[config.mk]
export PLATFORM = sky130hd
export DESIGN_NAME = alu_issue_stage
export DESIGN_NICKNAME = d
export VERILOG_FILES = /design/src/rtl/alu_pkg.sv /design/src/rtl/alu16.sv /design/src/rtl/alu_decode.sv /design/src/rtl/alu_issue_stage.sv
export SDC_FILE = /design/constraint.sdc
export NUM_CORES = 1
export LEC_CHECK = 0
export CAP_MARGIN = 20
export CELL_PAD_IN_SITES_DETAIL_PLACEMENT = 1
export CELL_PAD_IN_SITES_GLOBAL_PLACEMENT = 2
export CORE_ASPECT_RATIO = 1.5
export CORE_MARGIN = 2
export CORE_UTILIZATION = 46
export CTS_BUF_LIST = sky130_fd_sc_hd__clkbuf_4 sky130_fd_sc_hd__clkbuf_8
export CTS_CLUSTER_SIZE = 24
export DETAILED_ROUTE_END_ITERATION = 8
export GPL_TIMING_DRIVEN = 0
export PLACE_DENSITY_LB_ADDON = 0.25
export SLEW_MARGIN = 20
export SYNTH_ARGS = -nofsm -noshare
export SYNTH_HDL_FRONTEND = slang
export SYNTH_SLANG_ARGS = --single-unit
[constraint.sdc]
create_clock -name clk -period 16.2 [get_ports clk]
set_clock_uncertainty 0.1 [all_clocks]
set_input_delay 3.24 -clock clk [delete_from_list [all_inputs] [get_ports clk]]
set_output_delay 3.24 -clock clk [all_outputs]
set_load 0.02 [all_outputs]
[src/rtl/alu_pkg.sv]
// Shared types for the ALU issue stage: opcodes, ALU control word, operand-B select
// and the per-opcode commit helpers.
package alu_pkg;

    typedef enum logic [3:0] {
        OP_ADD = 4'h0, OP_SUB = 4'h1, OP_XOR = 4'h2, OP_OR  = 4'h3,
        OP_AND = 4'h4, OP_INC = 4'h5, OP_DEC = 4'h6, OP_NOT = 4'h7,
        OP_NEG = 4'h8, OP_SHL = 4'h9, OP_ROR = 4'hA, OP_ROL = 4'hB,
        OP_LDI = 4'hC, OP_CMP = 4'hD, OP_NOP = 4'hE, OP_ILL = 4'hF
    } op_e;

    typedef struct packed {
        logic ci;
        logic nb;
        logic ic;
        logic na;
        logic xo;
        logic no;
        logic sr;
        logic ss;
    } alu_ctrl_t;

    typedef enum logic [2:0] {
        B_REG  = 3'd0,
        B_ZERO = 3'd1,
        B_ONE  = 3'd2,
        B_A    = 3'd3,
        B_ROL  = 3'd4
    } b_sel_e;

    function automatic logic writes_rd(input op_e op);
        logic w;
        case (op)
            OP_CMP, OP_NOP, OP_ILL: w = 1'b0;
            default:                w = 1'b1;
        endcase
        return w;
    endfunction

    function automatic logic writes_flags(input op_e op);
        logic w;
        case (op)
            OP_LDI, OP_NOP, OP_ILL: w = 1'b0;
            default:                w = 1'b1;
        endcase
        return w;
    endfunction

endpackage

[src/rtl/alu16.sv]
// 16-bit ALU: optional operand inversion, add-with-carry or carry-inhibited XOR/OR,
// output inversion, and a right rotate (or arithmetic shift) by B[3:0].
module alu16
    import alu_pkg::*;
(
    input  logic [15:0] a,
    input  logic [15:0] b,
    input  alu_ctrl_t   ctrl,
    output logic [15:0] y,
    output logic        cf,
    output logic        zf
);

    logic [15:0] a_s;
    logic [15:0] b_s;
    logic [15:0] r_s;
    logic [16:0] sum_s;
    logic [4:0]  lsh_s;
    logic        c_s;

    // Datapath: operand conditioning, function select, output inversion and flags.
    always_comb begin
        a_s   = ctrl.na ? ~a : a;
        b_s   = ctrl.nb ? ~b : b;
        sum_s = {1'b0, a_s} + {1'b0, b_s} + {16'h0000, ctrl.ci};
        lsh_s = 5'd16 - {1'b0, b[3:0]};
        c_s   = 1'b0;
        if (ctrl.sr) begin
            if (ctrl.ss) begin
                r_s = $unsigned($signed(a) >>> b[3:0]);
            end else begin
                r_s = (a >> b[3:0]) | (a << lsh_s);
            end
        end else if (ctrl.ic) begin
            r_s = ctrl.xo ? (a_s | b_s) : (a_s ^ b_s);
        end else begin
            r_s = sum_s[15:0];
            c_s = sum_s[16];
        end
        y  = ctrl.no ? ~r_s : r_s;
        cf = c_s;
        zf = (y == 16'h0000);
    end

endmodule

[src/rtl/alu_decode.sv]
// Opcode decoder: maps a micro-op to the ALU control word, the operand-B source
// and an illegal-opcode indication.
module alu_decode
    import alu_pkg::*;
(
    input  op_e       op,
    output alu_ctrl_t ctrl,
    output b_sel_e    b_sel,
    output logic      illegal
);

    // Opcode to control-bit table; unlisted bits stay 0 and ss is never set.
    always_comb begin
        ctrl    = '0;
        b_sel   = B_REG;
        illegal = 1'b0;
        case (op)
            OP_ADD:         b_sel = B_REG;
            OP_SUB, OP_CMP: begin ctrl.ci = 1'b1; ctrl.nb = 1'b1; end
            OP_XOR:         ctrl.ic = 1'b1;
            OP_OR:          begin ctrl.ic = 1'b1; ctrl.xo = 1'b1; end
            OP_AND: begin
                ctrl.ic = 1'b1; ctrl.na = 1'b1; ctrl.nb = 1'b1;
                ctrl.no = 1'b1; ctrl.xo = 1'b1;
            end
            OP_INC:         begin ctrl.ci = 1'b1; b_sel = B_ZERO; end
            OP_DEC:         begin ctrl.nb = 1'b1; b_sel = B_ZERO; end
            OP_NOT:         begin ctrl.nb = 1'b1; ctrl.ic = 1'b1; b_sel = B_ZERO; end
            OP_NEG:         begin ctrl.ci = 1'b1; ctrl.na = 1'b1; b_sel = B_ZERO; end
            OP_SHL:         b_sel = B_A;
            OP_ROR:         begin ctrl.sr = 1'b1; b_sel = B_ONE; end
            OP_ROL:         begin ctrl.sr = 1'b1; b_sel = B_ROL; end
            OP_LDI, OP_NOP: b_sel = B_REG;
            default:        illegal = 1'b1;
        endcase
    end

endmodule

[src/rtl/alu_issue_stage.sv]
// Issue/writeback stage: reads operands (with forwarding from the pending result),
// runs the ALU, holds one result in the WB register and commits it on handshake.
module alu_issue_stage
    import alu_pkg::*;
#(
    parameter int DATA_W = 16,
    parameter int NREGS  = 8,
    parameter int RA_W   = $clog2(NREGS)
) (
    input  logic              clk,
    input  logic              rst,
    input  logic              in_valid,
    output logic              in_ready,
    input  logic [3:0]        in_op,
    input  logic [RA_W-1:0]   in_rd,
    input  logic [RA_W-1:0]   in_rs1,
    input  logic [RA_W-1:0]   in_rs2,
    input  logic [7:0]        in_imm,
    output logic              res_valid,
    input  logic              res_ready,
    output logic [DATA_W-1:0] res_data,
    output logic [RA_W-1:0]   res_rd,
    output logic              flag_c,
    output logic              flag_z,
    output logic              err,
    input  logic [RA_W-1:0]   dbg_addr,
    output logic [DATA_W-1:0] dbg_data
);

    logic [DATA_W-1:0] rf_q [NREGS];
    logic [DATA_W-1:0] rf_d [NREGS];
    logic              res_valid_q, res_valid_d;
    logic [DATA_W-1:0] res_data_q, res_data_d;
    logic [RA_W-1:0]   res_rd_q, res_rd_d;
    logic              wr_q, wr_d;
    logic              wf_q, wf_d;
    logic              cf_q, cf_d;
    logic              zf_q, zf_d;
    logic              flag_c_q, flag_c_d;
    logic              flag_z_q, flag_z_d;
    logic              err_q, err_d;

    op_e               op_s;
    alu_ctrl_t         ctrl_s;
    b_sel_e            b_sel_s;
    logic              illegal_s;
    logic              fwd_ok_s;
    logic              accept_s;
    logic              fire_s;
    logic [DATA_W-1:0] a_s, b_reg_s, b_s, alu_y_s, ex_data_s;
    logic              alu_cf_s, alu_zf_s;

    assign op_s      = op_e'(in_op);
    assign in_ready  = !res_valid_q || res_ready;
    assign accept_s  = in_valid && in_ready;
    assign fire_s    = res_valid_q && res_ready;
    assign res_valid = res_valid_q;
    assign res_data  = res_data_q;
    assign res_rd    = res_rd_q;
    assign flag_c    = flag_c_q;
    assign flag_z    = flag_z_q;
    assign err       = err_q;
    assign dbg_data  = rf_q[dbg_addr];

    alu_decode u_decode (
        .op      (op_s),
        .ctrl    (ctrl_s),
        .b_sel   (b_sel_s),
        .illegal (illegal_s)
    );

    alu16 u_alu (
        .a    (a_s),
        .b    (b_s),
        .ctrl (ctrl_s),
        .y    (alu_y_s),
        .cf   (alu_cf_s),
        .zf   (alu_zf_s)
    );

    // EX operands: the pending WB result overrides the register file when it will write rd.
    always_comb begin
        fwd_ok_s = res_valid_q && wr_q && (res_rd_q != '0);
        if (in_rs1 == '0) begin
            a_s = '0;
        end else if (fwd_ok_s && (res_rd_q == in_rs1)) begin
            a_s = res_data_q;
        end else begin
            a_s = rf_q[in_rs1];
        end
        if (in_rs2 == '0) begin
            b_reg_s = '0;
        end else if (fwd_ok_s && (res_rd_q == in_rs2)) begin
            b_reg_s = res_data_q;
        end else begin
            b_reg_s = rf_q[in_rs2];
        end
        case (b_sel_s)
            B_REG:   b_s = b_reg_s;
            B_ZERO:  b_s = '0;
            B_ONE:   b_s = DATA_W'(1'b1);
            B_A:     b_s = a_s;
            B_ROL:   b_s = DATA_W'(4'hF);
            default: b_s = '0;
        endcase
        if (illegal_s || (op_s == OP_NOP)) begin
            ex_data_s = '0;
        end else if (op_s == OP_LDI) begin
            ex_data_s = DATA_W'(in_imm);
        end else begin
            ex_data_s = alu_y_s;
        end
    end

    // Next state: commit the WB register on fire, then reload it on accept (same edge allowed).
    always_comb begin
        rf_d        = rf_q;
        res_valid_d = res_valid_q;
        res_data_d  = res_data_q;
        res_rd_d    = res_rd_q;
        wr_d        = wr_q;
        wf_d        = wf_q;
        cf_d        = cf_q;
        zf_d        = zf_q;
        flag_c_d    = flag_c_q;
        flag_z_d    = flag_z_q;
        err_d       = err_q;
        if (fire_s) begin
            res_valid_d = 1'b0;
            if (wr_q && (res_rd_q != '0)) begin
                rf_d[res_rd_q] = res_data_q;
            end else begin
                rf_d[0] = '0;
            end
            if (wf_q) begin
                flag_c_d = cf_q;
                flag_z_d = zf_q;
            end else begin
                flag_c_d = flag_c_q;
                flag_z_d = flag_z_q;
            end
        end else begin
            res_valid_d = res_valid_q;
        end
        if (accept_s) begin
            res_valid_d = 1'b1;
            res_data_d  = ex_data_s;
            res_rd_d    = in_rd;
            wr_d        = writes_rd(op_s);
            wf_d        = writes_flags(op_s);
            cf_d        = alu_cf_s;
            zf_d        = alu_zf_s;
            err_d       = err_q | illegal_s;
        end else begin
            err_d = err_q;
        end
    end

    // State registers.
    always_ff @(posedge clk or posedge rst) begin
        if (rst) begin
            for (int i = 0; i < NREGS; i++) begin
                rf_q[i] <= '0;
            end
            res_valid_q <= 1'b0;
            res_data_q  <= '0;
            res_rd_q    <= '0;
            wr_q        <= 1'b0;
            wf_q        <= 1'b0;
            cf_q        <= 1'b0;
            zf_q        <= 1'b0;
            flag_c_q    <= 1'b0;
            flag_z_q    <= 1'b0;
            err_q       <= 1'b0;
        end else begin
            rf_q        <= rf_d;
            res_valid_q <= res_valid_d;
            res_data_q  <= res_data_d;
            res_rd_q    <= res_rd_d;
            wr_q        <= wr_d;
            wf_q        <= wf_d;
            cf_q        <= cf_d;
            zf_q        <= zf_d;
            flag_c_q    <= flag_c_d;
            flag_z_q    <= flag_z_d;
            err_q       <= err_d;
        end
    end

endmodule

==> results.txt, run 1 <==
Outcome = finished, final reports clean
Vias per inst = 6.47
WS Path Type = in2reg
Post-Synthesis Cells = 1176
Worst Setup SP = in_op[0]
Crit Path Max Fanout = 10
DR vias = 10400
# fillers = 2993
Drt drc = 0
Placed Cells = 1577
Asr flop ratio synth = 100%
Vias in the first global route = 11400
CTS clock-pin slew for the worst setup and hold paths = 0.09 ns
Share of post-route cells with drive strength above 1 = 27.5%
Minimum clock period = 9.63 ns
Path depth of the worst reg2reg path = 25
# H-tree levels = 4
DIE WIDTH = 140 um
Nets@finish = 1317
ANT cells = 0
Final WL = 44400 um
CTS Hold Buffers Added = 0
Initial antenna violation count = 0
TritonCTS Sinks = 155
Hold Path Stages = 2
FMAX = 0.104 GHz
CP required = 16.49 ns
Mapped Area = 0.0128 mm2
Avg Inst Size Synth = 10.8 um2
First-pass GRT wire length = 68600 um
Area Overhead vs Synth = 11.3%
Fin. max-slew vios = 0
Worst vdd ir = 0.0915 mV
Fin worst setup slack = 6.57 ns
Post-CTS sizing = 0
Worst min-delay path startpoint = wf_q
Power per cell area = 158 mW/mm2
Routed len/inst = 27.6 um
Place WS = 6.17 ns
Syn_nets = 1239
Slew @ Worst Pin = 1.10 ns
Setup TNS = 0 ns
Yosys warnings = 0
Core Box Area = 0.0272 mm2
#FFs+latches synth = 155
Core Rows = 74
Initial DRC count = 771
Hold Path Class = reg2reg
Fin crit share = 59.5%
Final setup fails = 0
First-pass DRT Iterations = 5
Max Cap Viol = 0
Tot Pwr = 2.24 mW
Total GRT Usage = 31.2%
Initial Util = 46.9%
Worst hold slack = 0.392 ns
I/O pin total = 68
Final non-filler cell total = 1607
Largest net degree at the start of global routing = 98
GRT overflow = 0
Leak Pwr = 5.95 nW
CTS tree = yes
Cell variety after synth = 90
Detail Route Antenna Nets = 0
Clock Tree Buf Depth = 2
GP Congestion = 1.02
Startpoint Class = input port
Die Height = 208 um
Clk root buf = clkbuf_8
Port-buffer cells = 58
Ys flop type = dfrtp_1
Number of flops mapped to enable cells by yosys = 0
Die Area = 0.0291 mm2
Relative slew slack = 26.4%
CP endpoint kind = register
RSZ-0062 raised after global routing = no
Sequential area share after synthesis = 30.4%
Post-CTS setup buffer count = 0
DP HPWL = 33900 um
CTS Buf Count = 17
Clk Latency, worst-skew pair = 0.50 ns
Worst path arrival time = 9.92 ns
R2r setup slk = 9.83 ns
Hold Vio Cnt, Final = 0
Worst r2r src = res_rd[0]
==> layout by cell type, fill, tap and decap left out, drive strengths merged, types with 4 or more instances in the layout <==
| cell | n |
|---|---|
| nor3 | 19 |
| o22ai | 6 |
| and3 | 5 |
| nand2 | 78 |
| o21ai | 63 |
| a22o | 5 |
| inv | 46 |
| nand4 | 4 |
| o211ai | 12 |
| o21bai | 4 |
| a221oi | 10 |
| mux2i | 48 |
| mux2 | 156 |
| dfrtp | 155 |
| a31oi | 5 |
| clkdlybuf4s50 | 58 |
| buf | 46 |
| or3 | 9 |
| a21o | 7 |
| a22oi | 8 |
| mux4 | 99 |
| nor2b | 23 |
| nand2b | 10 |
| clkinv | 5 |
| clkbuf | 73 |
| xnor2 | 50 |
| and2 | 5 |
| or2 | 8 |
| o31ai | 5 |
| nand3 | 26 |
| ha | 33 |
| o221ai | 5 |
| nor2 | 60 |
| a211oi | 10 |
| a21oi | 49 |
==> Yosys cell counts, drive strengths merged, types with 4 or more instances <==
cell	instances	area share (%)
mux2	156	14
dfrtp	155	30
mux4	99	18
nand2	78	2.3
o21ai	63	2.6
nor2	60	1.8
clkbuf	53	1.6
xnor2	50	3.4
a21oi	49	2.0
mux2i	48	3.8
buf	46	2.0
inv	44	1.3
ha	33	3.2
nand3	26	1.0
nor2b	23	1.1
nor3	19	0.82
o211ai	12	0.78
a211oi	10	0.63
a221oi	10	0.74
nand2b	10	0.49
or3	9	0.44
a22oi	8	0.47
or2	8	0.41
a21o	7	0.41
o22ai	6	0.29
a22o	5	0.34
a31oi	5	0.25
and2	5	0.25
and3	5	0.25
o221ai	5	0.34
o31ai	5	0.29
nand4	4	0.31
o21bai	4	0.24
==> area by class of cell <==
| cell class | count | area [um2] | area share (%) |
|---|---|---|---|
| Buffer | 99 | 464 | 3.27 |
| Clock buffer | 19 | 249 | 1.75 |
| Clock inverter | 11 | 144 | 1.01 |
| Inverter | 44 | 175 | 1.23 |
| Multi-Input combinational cell | 878 | 8250 | 58.1 |
| Sequential cell | 155 | 3880 | 27.3 |
| Tap cell | 342 | 428 | 3.01 |
| Timing Repair Buffer | 59 | 608 | 4.28 |
==> path summary, 6_finish.rpt <==
| kind | to |
|---|---|
| min in group asynchronous | rf_q[94] |
| max in group asynchronous | rf_q[67] |
| worst max register to register | zf_q |
| worst min register to register | wf_q |
| worst min-delay path | wf_q |
| worst max-delay path | zf_q |
==> flip-flops by register name, indices dropped and copies added, names as in the netlist <==
name	cells
rf_q	128
res_data	16
res_rd	3
cf_q	1
err	1
flag_c	1
flag_z	1
res_valid	1
wf_q	1
wr_q	1
zf_q	1
==> cells by family (layout without fill, tap and decap cells) <==
kind of cell	count (synthesis)	after routing	share of synthesized area, %
xor+xnor	52	52	3.57
fa+ha+maj	35	35	3.55
simple gates	259	259	10.1
mux	303	303	35.1
compound gates	229	229	12.3
flops	155	155	30.4
buf+inv	143	232	4.93
==> report_power, final <==
| group | total (mW) | switching, mW | internal [mW] |
|---|---|---|---|
| combinational | 1.29 | 0.710 | 0.580 |
| clock | 0.313 | 0.159 | 0.154 |
| sequential | 0.635 | 0.121 | 0.514 |
| total | 2.24 | 0.991 | 1.25 |
==> metrics by stage <==
step           cell area (um2)  util (%)
5_1_grt                  14200      52.2
2_1_floorplan            12800         -
3_3_place_gp             13800      50.6
4_1_cts                  14200      52.2
6_report                 14200      52.2
3_5_place_dp             13800      50.7
==> per-layer routing <==
layer / track usage (%) / up-vias / wire length [um]
met5: 0 / - / 0
met3: 3.94 / 143 / 1540
met2: 55.2 / 312 / 23300
met4: 19.4 / 0 / 2890
li1: - / 4560 / -
met1: 35.4 / 5388 / 16600
==> worst max-delay path, stage by stage <==
cell and delay, ns:
clkdlybuf4s50_1 0.49, clkbuf_1 0.40, nor2b_1 0.43, nor2_1 0.07, a21oi_1 0.82, clkbuf_1 0.72
xnor2_1 0.30, fa_1 0.33, inv_1 0.08, fa_1 0.45, nor2b_1 0.25, o31a_1 0.26
o311a_1 0.27, nor2_1 0.10, a211oi_1 0.32, nor2_1 0.11, o21ba_2 0.24, a21o_1 0.17
a21oi_1 0.23, nor2_1 0.07, a211o_1 0.32, a41o_1 0.23
(Power assumes the default switching activity.)
==> run 2: changes to the inputs <==
--- a/config.mk
+++ b/config.mk
@@ -10,7 +10,7 @@
 export CELL_PAD_IN_SITES_GLOBAL_PLACEMENT = 2
 export CORE_ASPECT_RATIO = 1.5
 export CORE_MARGIN = 2
-export CORE_UTILIZATION = 46
+export CORE_UTILIZATION = 38
 export CTS_BUF_LIST = sky130_fd_sc_hd__clkbuf_4 sky130_fd_sc_hd__clkbuf_8
 export CTS_CLUSTER_SIZE = 24
 export DETAILED_ROUTE_END_ITERATION = 8
==> constraint.sdc (replaced) <==
create_clock -name clk -period 8.48 [get_ports clk]
set_clock_uncertainty 0.1 [all_clocks]
set_input_delay 1.696 -clock clk [delete_from_list [all_inputs] [get_ports clk]]
set_output_delay 1.696 -clock clk [all_outputs]
set_load 0.02 [all_outputs]
==> results.txt, run 2 (synthesis results as in run 1) <==
DIE WIDTH = 154 um (was 140 um)
Fin. max-slew vios = 0 (unchanged)
Port-buffer cells = 58 (unchanged)
GP Congestion = 0.974 (was 1.02)
First-pass GRT wire length = 70200 um (was 68600 um)
Routed len/inst = 27.3 um (was 27.6 um)
Relative slew slack = 24.5% (was 26.4%)
Core Box Area = 0.0332 mm2 (was 0.0272 mm2)
Worst vdd ir = 0.128 mV (was 0.0915 mV)
Vias per inst = 6.09 (was 6.47)
Final instance area = 0.0143 mm2 (was 0.0142 mm2)
Die Area = 0.0351 mm2 (was 0.0291 mm2)
Most common cell after layout, fill and taps aside = dfrtp_1 (unchanged)
Area Overhead vs Synth = 12.0% (was 11.3%)
Hold Vio Cnt, Final = 0 (unchanged)
Clk Latency, worst-skew pair = 0.51 ns (was 0.50 ns)
Die Height = 228 um (was 208 um)
Vias in the first global route = 11100 (was 11400)
Nets@finish = 1319 (was 1317)
Final setup fails = 0 (unchanged)
Worst min-delay path startpoint = err (was wf_q)
FF+latch area = 0.00388 mm2 (unchanged)
Hold Path Class = reg2reg (unchanged)
FMAX = 0.123 GHz
Core Rows = 82 (was 74)
CP endpoint kind = register (unchanged)
Final WL = 46000 um (was 44400 um)
Hold Path Stages = 1 (was 2)
CP required = 8.82 ns (was 16.49 ns)
Slew @ Worst Pin = 1.13 ns (was 1.10 ns)
Outcome = finished, final reports clean (unchanged)
Place WS = -0.108 ns (was 6.17 ns)
Most frequent cells in the layout = dfrtp_1 (155), mux2_2 (152), mux4_2 (98) (unchanged)
Initial Util = 38.4% (was 46.9%)
RSZ-0062 raised after global routing = no (unchanged)
Post-CTS sizing = 0 (unchanged)
Max reg flops = 128 (unchanged)
CTS Hold Buffers Added = 0 (unchanged)
Fin worst setup slack = 0.340 ns (was 6.57 ns)
FF-to-FF End = zf_q (unchanged)
First-pass DRT Iterations = 6 (was 5)
# H-tree levels = 4 (unchanged)
CTS clock-pin slew for the worst setup and hold paths = 0.09 ns (about the same)
R2r setup slk = 1.99 ns (was 9.83 ns)
# fillers = 3667 (was 2993)
GRT overflow = 0 (unchanged)
Cells along the critical path = clkdlybuf4s50_1, buf_2, nor2b_1, buf_2, nor2_1, a21oi_1, clkbuf_1, xnor2_1, fa_1, inv_1, fa_1, nor2b_1, o31a_1, o311ai_0, a21boi_0, a221oi_1, xnor2_1, nand2_1, a221oi_2, nand4_1, nor3_2, a41o_1 (was clkdlybuf4s50_1, clkbuf_1, nor2b_1, nor2_1, a21oi_1, clkbuf_1, xnor2_1, fa_1, inv_1, fa_1, nor2b_1, o31a_1, o311a_1, nor2_1, a211oi_1, nor2_1, o21ba_2, a21o_1, a21oi_1, nor2_1, a211o_1, a41o_1)
Worst Hold End = err (was wf_q)
Total GRT Usage = 26.7% (was 31.2%)
Biggest register = rf_q (unchanged)
Path depth of the worst reg2reg path = 24 (was 25)
Area after DPL = 0.0139 mm2 (was 0.0138 mm2)
Startpoint Class = input port (unchanged)
Largest net degree at the start of global routing = 100 (was 98)
Share of post-route cells with drive strength above 1 = 27.4% (was 27.5%)
Fin crit share = 96.0%
Clk root buf = clkbuf_8 (unchanged)
Minimum clock period = 8.14 ns
Worst path arrival time = 8.48 ns (was 9.92 ns)
Initial antenna violation count = 0 (unchanged)
Worst path max stage delay = 0.89 ns (was 0.82 ns)
Crit Path Max Fanout = 10 (unchanged)
CTS Buf Count = 17 (unchanged)
Drt drc = 0 (unchanged)
Slowest CP cell = a21oi_1 (unchanged)
CTS tree = yes (unchanged)
Power per cell area = 297 mW/mm2 (was 158 mW/mm2)
Multi-input combinational cell area = 0.00825 mm2 (unchanged)
DR vias = 10300 (was 10400)
Post-CTS setup buffer count = 0 (unchanged)
Leak Pwr = 5.93 nW (was 5.95 nW)
DP HPWL = 35600 um (was 33900 um)
TritonCTS Sinks = 155 (unchanged)
Max Cap Viol = 0 (unchanged)
Worst r2r src = res_rd[1] (was res_rd[0])
Initial DRC count = 599 (was 771)
WS Path Type = in2reg (unchanged)
Detail Route Antenna Nets = 0 (unchanged)
Clock Tree Buf Depth = 2 (unchanged)
I/O pin total = 68 (unchanged)
run 2: metrics by stage:
step	cells	util (%)	TNS [ns]	total power, mW	hold WS [ns]
3_3_place_gp	1654	41.7	-0.0494	3.62	0.364
4_1_cts	1684	42.9	0	4.26	0.392
5_1_grt	1686	43.0	0	4.52	0.418
6_report	1687	43.0	0	4.25	0.395
3_5_place_dp	1655	41.8	-0.108	3.69	0.365
2_1_floorplan	1176	-	0	2.86	0.339
run 2: metal layers:
| metal | track usage, % | vias to the layer above | routed length, um |
|---|---|---|---|
| met2 | 49.5 | 219 | 24800 |
| met3 | 2.41 | 99 | 1030 |
| li1 | - | 4566 | - |
| met4 | 13.5 | 0 | 2440 |
| met5 | 0 | - | 0 |
| met1 | 30.2 | 5388 | 17700 |
run 2: area by class of cell:
| type | count | share of cell area [%] |
|---|---|---|
| Antenna cell | 1 | 0.0175 |
| Buffer | 99 | 3.23 |
| Clock buffer | 22 | 2.03 |
| Clock inverter | 7 | 0.482 |
| Inverter | 44 | 1.23 |
| Multi-Input combinational cell | 878 | 57.8 |
| Sequential cell | 155 | 27.1 |
| Tap cell | 420 | 3.68 |
| Timing Repair Buffer | 61 | 4.44 |
run 2: where the power goes:
| part | total (mW) | switching, mW | internal (mW) |
|---|---|---|---|
| Combinational | 2.50 | 1.39 | 1.11 |
| Sequential | 1.20 | 0.220 | 0.983 |
| Clock | 0.551 | 0.296 | 0.255 |
| Total | 4.25 | 1.90 | 2.35 |
run 2: worst max path at each step:
stage / startpoint / endpoint / slack [ns] / depth (start not counted)
2_1_floorplan: in_rs1[0] / zf_q / 1.88 / 24
3_3_place_gp: in_op[3] / zf_q / -0.05 / 22
3_5_place_dp: in_op[3] / zf_q / -0.11 / 22
4_1_cts: in_op[0] / zf_q / 0.42 / 21
5_1_grt: in_op[3] / zf_q / 0.04 / 22
6_report: in_op[3] / zf_q / 0.34 / 22
run 2: critical path: cells and delay by family:
kind	cells	cell delay [ns]
compound gates	7	2.74
buf+inv	5	1.79
simple gates	6	1.06
fa+ha+maj	2	0.70
xor+xnor	2	0.47
